**config.mk**
```make
export PLATFORM = sky130hd
export DESIGN_NAME = ex_mem_stage
export DESIGN_NICKNAME = d
export VERILOG_FILES = /design/src/rtl/ex_mem_stage.sv
export SDC_FILE = /design/constraint.sdc
export NUM_CORES = 1
export LEC_CHECK = 0
export ABC_AREA = 1
export CORE_MARGIN = 1.5
export CORE_UTILIZATION = 46
export DETAILED_ROUTE_END_ITERATION = 6
export DONT_BUFFER_PORTS = 1
export SYNTH_ARGS = -nofsm -noshare
export SYNTH_HDL_FRONTEND = slang
export SYNTH_SLANG_ARGS = --single-unit
```
**constraint.sdc**
```tcl
create_clock -name clk -period 3.6 [get_ports clk]
set_input_delay 0.72 -clock clk [delete_from_list [all_inputs] [get_ports clk]]
set_output_delay 0.72 -clock clk [all_outputs]
set_load 0.005 [all_outputs]
```
**src/rtl/ex_mem_stage.sv**
```systemverilog
// ex_mem_stage: EX/MEM pipeline register built as a two-entry (head + skid)
// buffer with valid/ready handshakes, synchronous flush and an EX-to-EX
// forwarding tap taken from the head entry.
//
// Optional feature macro: EX_MEM_ZEROSIG_EN
//   defined   -> a zero flag is computed at push, stored per entry and shown
//                on out_zerosig for the head entry
//   undefined -> no flag storage or comparator, out_zerosig tied to 0
//
// Ports:
//   clk, rst_n                      clock, async active-low reset
//   in_valid / in_ready             upstream handshake (in_ready registered)
//   alu_result, write_data          RESULT_W data from EX
//   write_reg, sig_*                destination register and control bits
//   flush                           synchronous discard of all entries
//   out_valid / out_ready           downstream handshake
//   out_*                           head entry contents (registered)
//   out_zerosig                     head entry's ALU result equals zero
//   fwd_valid, fwd_reg, fwd_data    bypass source derived from the head
module ex_mem_stage #(
  parameter int unsigned RESULT_W = 32
) (
  input  logic                clk,
  input  logic                rst_n,
  input  logic                in_valid,
  output logic                in_ready,
  input  logic [RESULT_W-1:0] alu_result,
  input  logic [RESULT_W-1:0] write_data,
  input  logic [4:0]          write_reg,
  input  logic                sig_reg_write,
  input  logic                sig_mem_write,
  input  logic                sig_mem_to_reg,
  input  logic                flush,
  output logic                out_valid,
  input  logic                out_ready,
  output logic [RESULT_W-1:0] out_alu_result,
  output logic [RESULT_W-1:0] out_write_data,
  output logic [4:0]          out_write_reg,
  output logic                out_sig_reg_write,
  output logic                out_sig_mem_write,
  output logic                out_sig_mem_to_reg,
  output logic                out_zerosig,
  output logic                fwd_valid,
  output logic [4:0]          fwd_reg,
  output logic [RESULT_W-1:0] fwd_data
);

  localparam int unsigned REG_W = 5;

  typedef struct packed {
    logic [RESULT_W-1:0] alu_result;
    logic [RESULT_W-1:0] write_data;
    logic [REG_W-1:0]    write_reg;
    logic                reg_write;
    logic                mem_write;
    logic                mem_to_reg;
`ifdef EX_MEM_ZEROSIG_EN
    logic                zero;
`endif
  } entry_t;

  typedef enum logic [1:0] {
    EMPTY = 2'd0,
    HALF  = 2'd1,
    FULL  = 2'd2
  } state_e;

  state_e state_q, state_d;
  entry_t head_q, head_d;
  entry_t skid_q, skid_d;
  logic   in_ready_q, in_ready_d;
  logic   out_valid_q, out_valid_d;
  logic   fwd_valid_q, fwd_valid_d;

  entry_t in_entry;
  logic   push;
  logic   pop;

  // Pack the incoming instruction into an entry.
  always_comb begin
    in_entry            = '0;
    in_entry.alu_result = alu_result;
    in_entry.write_data = write_data;
    in_entry.write_reg  = write_reg;
    in_entry.reg_write  = sig_reg_write;
    in_entry.mem_write  = sig_mem_write;
    in_entry.mem_to_reg = sig_mem_to_reg;
`ifdef EX_MEM_ZEROSIG_EN
    in_entry.zero       = (alu_result == '0);
`endif
  end

  assign push = in_valid && in_ready_q;
  assign pop  = out_valid_q && out_ready;

  // Next-state and entry movement. A vacated head is zeroed so that the
  // registered outputs read 0 whenever out_valid is low.
  always_comb begin
    state_d = state_q;
    head_d  = head_q;
    skid_d  = skid_q;
    if (flush) begin
      state_d = EMPTY;
      head_d  = '0;
      skid_d  = '0;
    end else begin
      unique case (state_q)
        EMPTY: begin
          if (push) begin
            head_d  = in_entry;
            state_d = HALF;
          end
        end
        HALF: begin
          if (push && pop) begin
            head_d = in_entry;
          end else if (push) begin
            skid_d  = in_entry;
            state_d = FULL;
          end else if (pop) begin
            head_d  = '0;
            state_d = EMPTY;
          end
        end
        FULL: begin
          if (pop) begin
            head_d  = skid_q;
            skid_d  = '0;
            state_d = HALF;
          end
        end
        default: begin
          state_d = EMPTY;
          head_d  = '0;
          skid_d  = '0;
        end
      endcase
    end
  end

  // Handshake and forwarding flags precomputed from the next state.
  always_comb begin
    in_ready_d  = (state_d != FULL);
    out_valid_d = (state_d != EMPTY);
    fwd_valid_d = out_valid_d && head_d.reg_write && !head_d.mem_to_reg &&
                  (head_d.write_reg != '0);
  end

  always_ff @(posedge clk or negedge rst_n) begin
    if (!rst_n) begin
      state_q     <= EMPTY;
      head_q      <= '0;
      skid_q      <= '0;
      in_ready_q  <= 1'b1;
      out_valid_q <= 1'b0;
      fwd_valid_q <= 1'b0;
    end else begin
      state_q     <= state_d;
      head_q      <= head_d;
      skid_q      <= skid_d;
      in_ready_q  <= in_ready_d;
      out_valid_q <= out_valid_d;
      fwd_valid_q <= fwd_valid_d;
    end
  end

  assign in_ready           = in_ready_q;
  assign out_valid          = out_valid_q;
  assign out_alu_result     = head_q.alu_result;
  assign out_write_data     = head_q.write_data;
  assign out_write_reg      = head_q.write_reg;
  assign out_sig_reg_write  = head_q.reg_write;
  assign out_sig_mem_write  = head_q.mem_write;
  assign out_sig_mem_to_reg = head_q.mem_to_reg;
  assign fwd_valid          = fwd_valid_q;
  assign fwd_reg            = head_q.write_reg;
  assign fwd_data           = head_q.alu_result;

`ifdef EX_MEM_ZEROSIG_EN
  assign out_zerosig = head_q.zero;
`else
  assign out_zerosig = 1'b0;
`endif

endmodule

```
# ---- Word-level counts from Yosys, hierarchy flattened
# Index checks and enable logic that the tools add are counted.
dict set report totals {
  in_bits 77
  output_inout_bits 113
  ff_bits 149
  elab_cells 57
}
dict set report classes {
  n_reduce_logical 12
  n_eq_ne 10
  muxes 19
}
# op count
set op_table {}
lappend op_table {{$mux 72} 10}
lappend op_table {{$pmux 72 s3} 2}
lappend op_table {{$mux 2} 6}
lappend op_table {{$ne 3x3->1 const B} 4}
lappend op_table {{$ne 4x4->1 const B} 2}
lappend op_table {{$reduce_and 4->1} 2}
lappend op_table {{$logic_and 1x1->1} 6}
lappend op_table {{$pmux 2 s3} 1}
lappend op_table {{$reduce_bool 5->1} 1}
lappend op_table {{$ne 2x2->1 const B} 2}
lappend op_table {{$eq 2x1->1 const B} 1}
lappend op_table {{$eq 2x2->1 const B} 1}
lappend op_table {{$logic_not 2->1} 1}
lappend op_table {{$reduce_bool 2->1} 1}
lappend op_table {{$logic_not 1->1} 1}

# ---- Logic depth before layout (Yosys ltp)
# Gate-level depths: netlist of run 1.
dict set report depth {
  depth_word 10
  ltp_mapped 12
  mapped_depth_nobuf 11
}

# ---- Worst setup path after synthesis of run 1
# OpenSTA, ideal clock, no wires.
dict set report synth_path {
  path_kind {input-to-reg}
  from {input out_ready}
  to {register skid_q[17] (netlist name)}
  arrival_ps 1666
  stages 8
  path_slack_ps 1851
  setup_time_ps 83
  path_buffers 3
  t_required_ps 3517
  cell_sequence {nand2_2 -> buf_4 -> inv_1 -> nor2_1 -> buf_2 -> buf_2 -> nand3_1 -> o21ai_0}
}
dict set report synth_between {
  elab_chain_len 4
  elab_cells_between_ends 5
  cone_classes {eq/ne: 2; reduce/logical: 3}
}
# element line_no
set synth_lines {}
lappend synth_lines {{start, declared} 35} ;# input logic out_ready,
lappend synth_lines {{$logic_and 1x1->1 (*)} 94} ;# assign pop = out_valid_q && out_ready;
lappend synth_lines {{$logic_and 1x1->1} 115} ;# if (push && pop) begin
lappend synth_lines {{$ne 3x3->1 (no line)} -}
lappend synth_lines {{$reduce_and 4->1 (no line) (*)} -}
lappend synth_lines {{end signal, assigned} 160} ;# skid_q <= skid_d;
lappend synth_lines {{end, declared} 70} ;# entry_t skid_q, skid_d;
# Mark *: on every way between the ends. The rest lies on a longest branch, timed or not.
# A chain may end at the register's enable or synchronous reset.

# ---- Final worst setup path of run 1
dict set report layout_path {
  from {register out_valid_q, in the netlist out_valid}
  to {register skid_q[39] (netlist name)}
}
dict set report layout_between {
  elab_chain_len 4
  elab_cells_between_ends 5
  cone_classes {eq/ne: 2; reduce/logical: 3}
}
# element line_no
set layout_lines {}
lappend layout_lines {{start, declared} 72} ;# logic out_valid_q, out_valid_d;
lappend layout_lines {{start signal, assigned} 162} ;# out_valid_q <= out_valid_d;
lappend layout_lines {{$logic_and 1x1->1 (*)} 94}
lappend layout_lines {{$logic_and 1x1->1} 115}
lappend layout_lines {{$ne 3x3->1 (no line)} -}
lappend layout_lines {{$reduce_and 4->1 (no line) (*)} -}
# Marked as above.

==> results of run 1 <==
-- critical path: stages, from the launching register on --
cell	delay (ns)
dfrtp_1	0.44
nand2_2	0.28
nor2_4	0.11
o21ai_1	0.16
o21ai_2	0.09
a21oi_4	0.56
buf_12	0.34
o21ai_0	0.13
-- logic make-up (layout without fill, tap and decap cells) --
logic type             Yosys count  in the layout  share of synthesized area
buffers and inverters          174            120                      0.139
DFF                            149            149                      0.528
other                            1              1                   0.000531
and+or+nand+nor                238            238                      0.147
AOI/OAI and AO/OA              219            219                      0.185
-- stage by stage --
step           instances  total power, W  instance area, um2  utilization
3_5_place_dp         885         0.00251                6750        0.447
2_1_floorplan        781         0.00249                7070            -
4_1_cts              915         0.00422                7310        0.484
5_1_grt              915         0.00438                7310        0.484
3_3_place_gp         885         0.00249                6750        0.447
6_report             915         0.00418                7310        0.484
-- power by group --
group | total [W] | internal [W] | leakage [nW] | switching, W
logic | 0.000511 | 0.000164 | 0.898 | 0.000347
clock network | 0.00170 | 0.00102 | 0.271 | 0.000674
registers | 0.00197 | 0.00183 | 2.01 | 0.000136
-- final timing paths --
kind	startpoint	depth (start not counted)	slack, ns	endpoint
worst min-delay path	rst_n	0	0.0006	fwd_data[2]
max in group asynchronous	rst_n	0	3.39	skid_q[25]
worst min register to register	out_write_data[31]	2	0.52	out_write_data[31]
worst max register to register	out_valid	7	1.30	skid_q[39]
min in group clk	flush	1	0.40	out_sig_mem_to_reg
worst max-delay path	out_valid	7	1.30	skid_q[39]
-- synthesized netlist by cell type --
cell type / instances / share of area
or2_2: 1 / 0.00089
nor2_2: 2 / 0.0018
o211ai_1: 3 / 0.0032
a22oi_1: 65 / 0.069
conb_1: 1 / 0.00053
clkbuf_1: 12 / 0.0064
nand2_1: 130 / 0.069
nor2_1: 21 / 0.011
o22ai_1: 4 / 0.0035
a31oi_1: 1 / 0.00089
a21oi_2: 9 / 0.011
inv_2: 2 / 0.0011
nor2_4: 4 / 0.0064
o21ai_0: 48 / 0.034
dfrtp_1: 148 / 0.52
buf_6: 19 / 0.030
o21ai_2: 1 / 0.0012
buf_2: 14 / 0.0099
nand2_2: 3 / 0.0027
a21oi_1: 8 / 0.0057
nand2_4: 1 / 0.0016
buf_1: 2 / 0.0011
o21ai_1: 80 / 0.057
inv_1: 80 / 0.042
dfstp_2: 1 / 0.0037
nand3_1: 76 / 0.054
buf_4: 45 / 0.048
-- cells in the final DEF (no fill, tap or decap) --
cell	n
a21oi_1	7
nor2_1	19
o21ai_1	80
dfrtp_1	148
or2_2	1
nand2_2	3
buf_12	2
dfstp_2	1
o211ai_1	3
a22oi_1	65
nor2_2	1
buf_4	6
a31oi_1	1
clkbuf_8	1
nand2_4	1
nand2_1	130
nand3_1	76
o21ai_2	1
clkinvlp_4	2
inv_2	2
clkinv_2	5
clkinv_4	1
a21oi_2	8
conb_1	1
a21oi_4	2
nor2_4	7
clkbuf_16	17
inv_1	80
o22ai_1	4
clkbuf_1	2
bufinv_16	2
o21ai_0	48
-- metal layers --
metal	vias to the layer above	GRT usage	wire, um
met5	-	0	0
li1	2436	-	-
met1	2530	0.270	7140
met2	208	0.335	7710
met4	0	0.0896	364
met3	27	0.0679	1270
-- layout make-up --
type | count | share of cell area
Clock buffer | 20 | 0.0611
Clock inverter | 10 | 0.0149
Multi-Input combinational cell | 458 | 0.328
Sequential cell | 149 | 0.510
Inverter | 82 | 0.0421
Timing Repair Buffer | 8 | 0.0116
Tap cell | 188 | 0.0322
==> impl_metrics.py, run 1 <==
metrics = {
    "place": {
        "place_ws_ns": 1.06,
        "place.gp.congestion": 0.878,
        "hpwlAfterDp_um": 10500,
        "port_buffers": 0,
    },
    "die": {
        "fp.dieH_um": 127,
        "die_area_um2": 16100,
        "start_util": 0.468,
        "die_w_um": 127,
        "core_um2": 15100,
        "num_rows": 45,
        "boundaryPins": 190,
    },
    "timing": {
        "rsz0062_at_grt": "false",
        "min_period_ns": 2.30,
        "tns_ns": 0,
        "clock_skew_ns": 0.00722,
        "worst_slew_pin_slew_ns": 0.786,
        "setup_ws_ns": 1.30,
        "fin_hold_ws_ns": 0.000632,
        "period_share": 0.638,
        "hold_viol_final": 0,
        "max_freq_mhz": 435,
        "setup_viol": 0,
        "slew_viol_final": 0,
        "maxSlewHeadroom": 0.475,
    },
    "clock_network": {
        "clock-root-buffer": "clkbuf_16",
        "cts_buffers": 17,
        "cts_sinks": 149,
        "post_cts_buffers": 0,
        "ctsResizeCount": 0,
        "cts_tree": "yes",
        "clkTransAtPathRegs_ns": 0.06,
        "clockBufferDepth": 2,
        "clkLatencyLatePin_ns": 0.42,
        "htreeDepth": 4,
    },
    "setup_path": {
        "critPathMaxFanout": 57,
        "worst_ep_arrival_time_ns": 2.58,
        "worstSetupStartpointType": "flop",
        "worstSetupEndpointType": "flop",
        "critPathKind": "flop to flop",
        "required_ns": 3.89,
    },
    "worst_hold_path": {
        "hold_class": "input pin to asynchronous set/reset pin",
    },
    "detailed_routing": {
        "post_drt_wl_per_cell_um": 18.0,
        "vias": 5201,
        "ant_nets": 0,
        "drt_iter0_drc": 393,
        "wl_um": 16500,
        "drc_errors": 0,
        "firstDrtPassIters": 5,
        "vias_per_cell": 5.68,
    },
    "yosys": {
        "synth-seq-cells": 149,
        "ys_warn_count": 0,
        "syn-cell-area_um2": 7070,
        "yosysSeqAreaShare": 0.528,
        "syn_avg_cell_area_um2": 9.05,
        "syn_inst": 781,
        "syn_nets": 858,
        "synth_cell_types": 27,
    },
    "finish": {
        "largest_reg_flops": 72,
        "multi_input_area_um2": 2390,
        "largest-register": "skid_q",
        "regArea_um2": 3730,
        "layout-area-overhead-vs-synth_pct": 3.40,
        "nets": 793,
        "drive_gt1_frac": 0.0867,
        "fillers": 1409,
        "antenna_cells": 0,
    },
    "global_route": {
        "grt_pass1_vias": 5134,
        "grt_pass1_wl_um": 27100,
        "gr-usage-all-layers": 0.212,
        "antenna_found_initial": 0,
        "grt_max_degree": 150,
        "grt_overflow": 0,
    },
    "power": {
        "p_leak_nw": 3.18,
        "power.density_nw_per_um2": 572,
        "peakVddDrop_uv": 306,
    },
    "status": {
        "outcome": "finished clean",
    },
    "run": {
        "drv_cap": 0,
    },
}
No activity file was read; power rests on OpenSTA's default activity.
==> run 2, diff against run 1 <==
- clock period: 3.6 -> 2.25 ns (I/O delays scaled with it)
==> run 2 against run 1 <==
  * The flow now finishes with violations (hold timing)
  * Via count about the same
  * Cell count increased by 0.55%
  * Global-route usage increased by 0.19 points
  * Routed wire length decreased by 0.94%
  * Cell area increased by 0.92%
  * Combinational power increased by 62%
  * Worst hold slack got worse by 0.27 ns
  * Non-clock buffer count increased by 5
  * Critical path depth decreased by 2
  * Sequential share of layout area decreased by 0.47 points
  * Flip-flop and latch count unchanged
  * Setup slack got worse by 0.99 ns
  * Largest cell class unchanged
  * Largest power group unchanged
==> impl_metrics.py, run 2 (synthesis gave the netlist of run 1 again) <==
metrics = {
    "die": {
        "core_um2": 15100,
        "num_rows": 45,
        "die_area_um2": 16100,
        "die_w_um": 127,
        "boundaryPins": 190,
        "fp.dieH_um": 127,
        "start_util": 0.468,
    },
    "detailed_routing": {
        "vias_per_cell": 5.66,
        "wl_met1_um": 6850,
        "drc_errors": 0,
        "maxUsedRoutingLayer": "met4",
        "ant_nets": 0,
        "dr_wl_met2_um": 7540,
        "dr_wl_met3_um": 1520,
        "drt_iter0_drc": 360,
        "firstDrtPassIters": 5,
        "post_drt_wl_per_cell_um": 17.7,
        "wl_um": 16300,
        "vias": 5205,
    },
    "run": {
        "drv_cap": 0,
    },
    "clock_network": {
        "cts_buffers": 17,
        "clockBufferDepth": 2,
        "clock-root-buffer": "clkbuf_16",
        "cts_sinks": 149,
        "post_cts_buffers": 0,
        "cts_tree": "yes",
        "ctsResizeCount": 0,
        "htreeDepth": 4,
        "clkLatencyLatePin_ns": 0.41,
        "clkTransAtPathRegs_ns": 0.06,
    },
    "setup_path": {
        "slowest_delay_ns": 0.46,
        "path_cells": "nand2_2, nor2_4, buf_4, a22oi_1, o21ai_1",
        "rrSetupSlack_ns": 0.32,
        "required_ns": 2.59,
        "worstSetupEndpointType": "flop",
        "crit_slowest_cell": "nor2_4",
        "critPathMaxFanout": 29,
        "worstSetupStartpointType": "flop",
        "critPathKind": "flop to flop",
        "worst_ep_arrival_time_ns": 2.27,
    },
    "timing": {
        "setup_viol": 0,
        "clock_skew_ns": 0.00521,
        "max_freq_mhz": 517,
        "min_period_ns": 1.93,
        "setup_ws_ns": 0.316,
        "slew_viol_final": 0,
        "rsz0062_at_grt": "false",
        "fin_hold_ws_ns": -0.271,
        "period_share": 0.860,
        "hold_viol_final": 149,
        "tns_ns": 0,
    },
    "power": {
        "p_leak_nw": 3.22,
        "power.density_nw_per_um2": 930,
        "peakVddDrop_uv": 480,
    },
    "global_route": {
        "gr-usage-all-layers": 0.214,
        "antenna_found_initial": 0,
        "grt_pass1_vias": 5272,
        "grt_max_degree": 150,
        "grt_overflow": 0,
        "grt_pass1_wl_um": 27200,
    },
    "place": {
        "port_buffers": 0,
        "hpwlAfterDp_um": 10300,
        "place.gp.congestion": 0.854,
        "place_ws_ns": 0.330,
    },
    "finish": {
        "largest_reg_flops": 72,
        "fin_util": 0.489,
        "layout_common_cells": "dfrtp_1 (148), nand2_1 (130), inv_1 (80), o21ai_1 (80), nand3_1 (76)",
        "layout-area-overhead-vs-synth_pct": 4.36,
        "largest-register": "skid_q",
        "drive_gt1_frac": 0.0929,
        "fillers": 1426,
        "nets": 798,
        "final_common_cell": "dfrtp_1",
        "antenna_cells": 0,
    },
    "status": {
        "outcome": "complete, but fails checks",
        "violations": "hold timing",
    },
    "worst_hold_path": {
        "hold_class": "input pin to asynchronous set/reset pin",
    },
}
-- run 2: changes by cell type in the layout (fill, tap and decap cells not counted) --
cell | before | now
buf_12 | 2 | 1
clkinv_4 | 1 | 0
inv_6 | 0 | 1
buf_4 | 6 | 12
clkbuf_8 | 1 | 3
clkinv_2 | 5 | 2
bufinv_16 | 2 | 3
-- run 2: where the power goes --
| part | leakage (nW) | switching [W] | internal, W |
|---|---|---|---|
| combinational | 0.919 | 0.000559 | 0.000268 |
| clock | 0.288 | 0.00107 | 0.00182 |
| sequential | 2.01 | 0.000217 | 0.00293 |
| total | 3.22 | 0.00184 | 0.00502 |
-- run 2: metal layers --
| layer | vias up | track usage |
|---|---|---|
| li1 | 2447 | - |
| met2 | 236 | 0.334 |
| met5 | - | 0 |
| met1 | 2489 | 0.270 |
| met4 | 0 | 0.0869 |
| met3 | 33 | 0.0793 |
-- run 2: final cells by class --
cell class              count  area (um2)  share of cell area
multi-input cells         458        2390               0.325
inverters                  82         308              0.0417
clock buffers              22         474              0.0643
clock inverters             8         124              0.0168
flip-flops and latches    149        3730               0.506
repair buffers             13         110              0.0149
well taps                 188         235              0.0319
-- run 2: path summary, 6_finish.rpt --
path | cells past startpoint | to | from
setup / recovery | 5 | out_write_data[29] | out_valid
setup reg to reg | 5 | out_write_data[29] | out_valid
max in group asynchronous | 0 | fwd_data[29] | rst_n
hold / removal | 0 | fwd_data[3] | rst_n
min in group clk | 1 | out_sig_mem_to_reg | flush
hold reg to reg | 2 | out_write_data[31] | out_write_data[31]
-- run 2: worst max-delay path: cells and delay by family (launching register included) --
family	cells	cell delay [ns]
simple gates	2	0.69
flops	1	0.43
compound gates	2	0.29
buf+inv	1	0.41
-- run 2: through the flow --
stage | total power, W | hold slack (ns) | instance area [um2] | std cells
2_1_floorplan | 0.00399 | 0.154 | 7070 | 781
3_3_place_gp | 0.00400 | 0.159 | 6780 | 890
3_5_place_dp | 0.00403 | 0.159 | 6780 | 890
4_1_cts | 0.00694 | -0.294 | 7370 | 920
5_1_grt | 0.00719 | -0.289 | 7370 | 920
6_report | 0.00686 | -0.271 | 7370 | 920
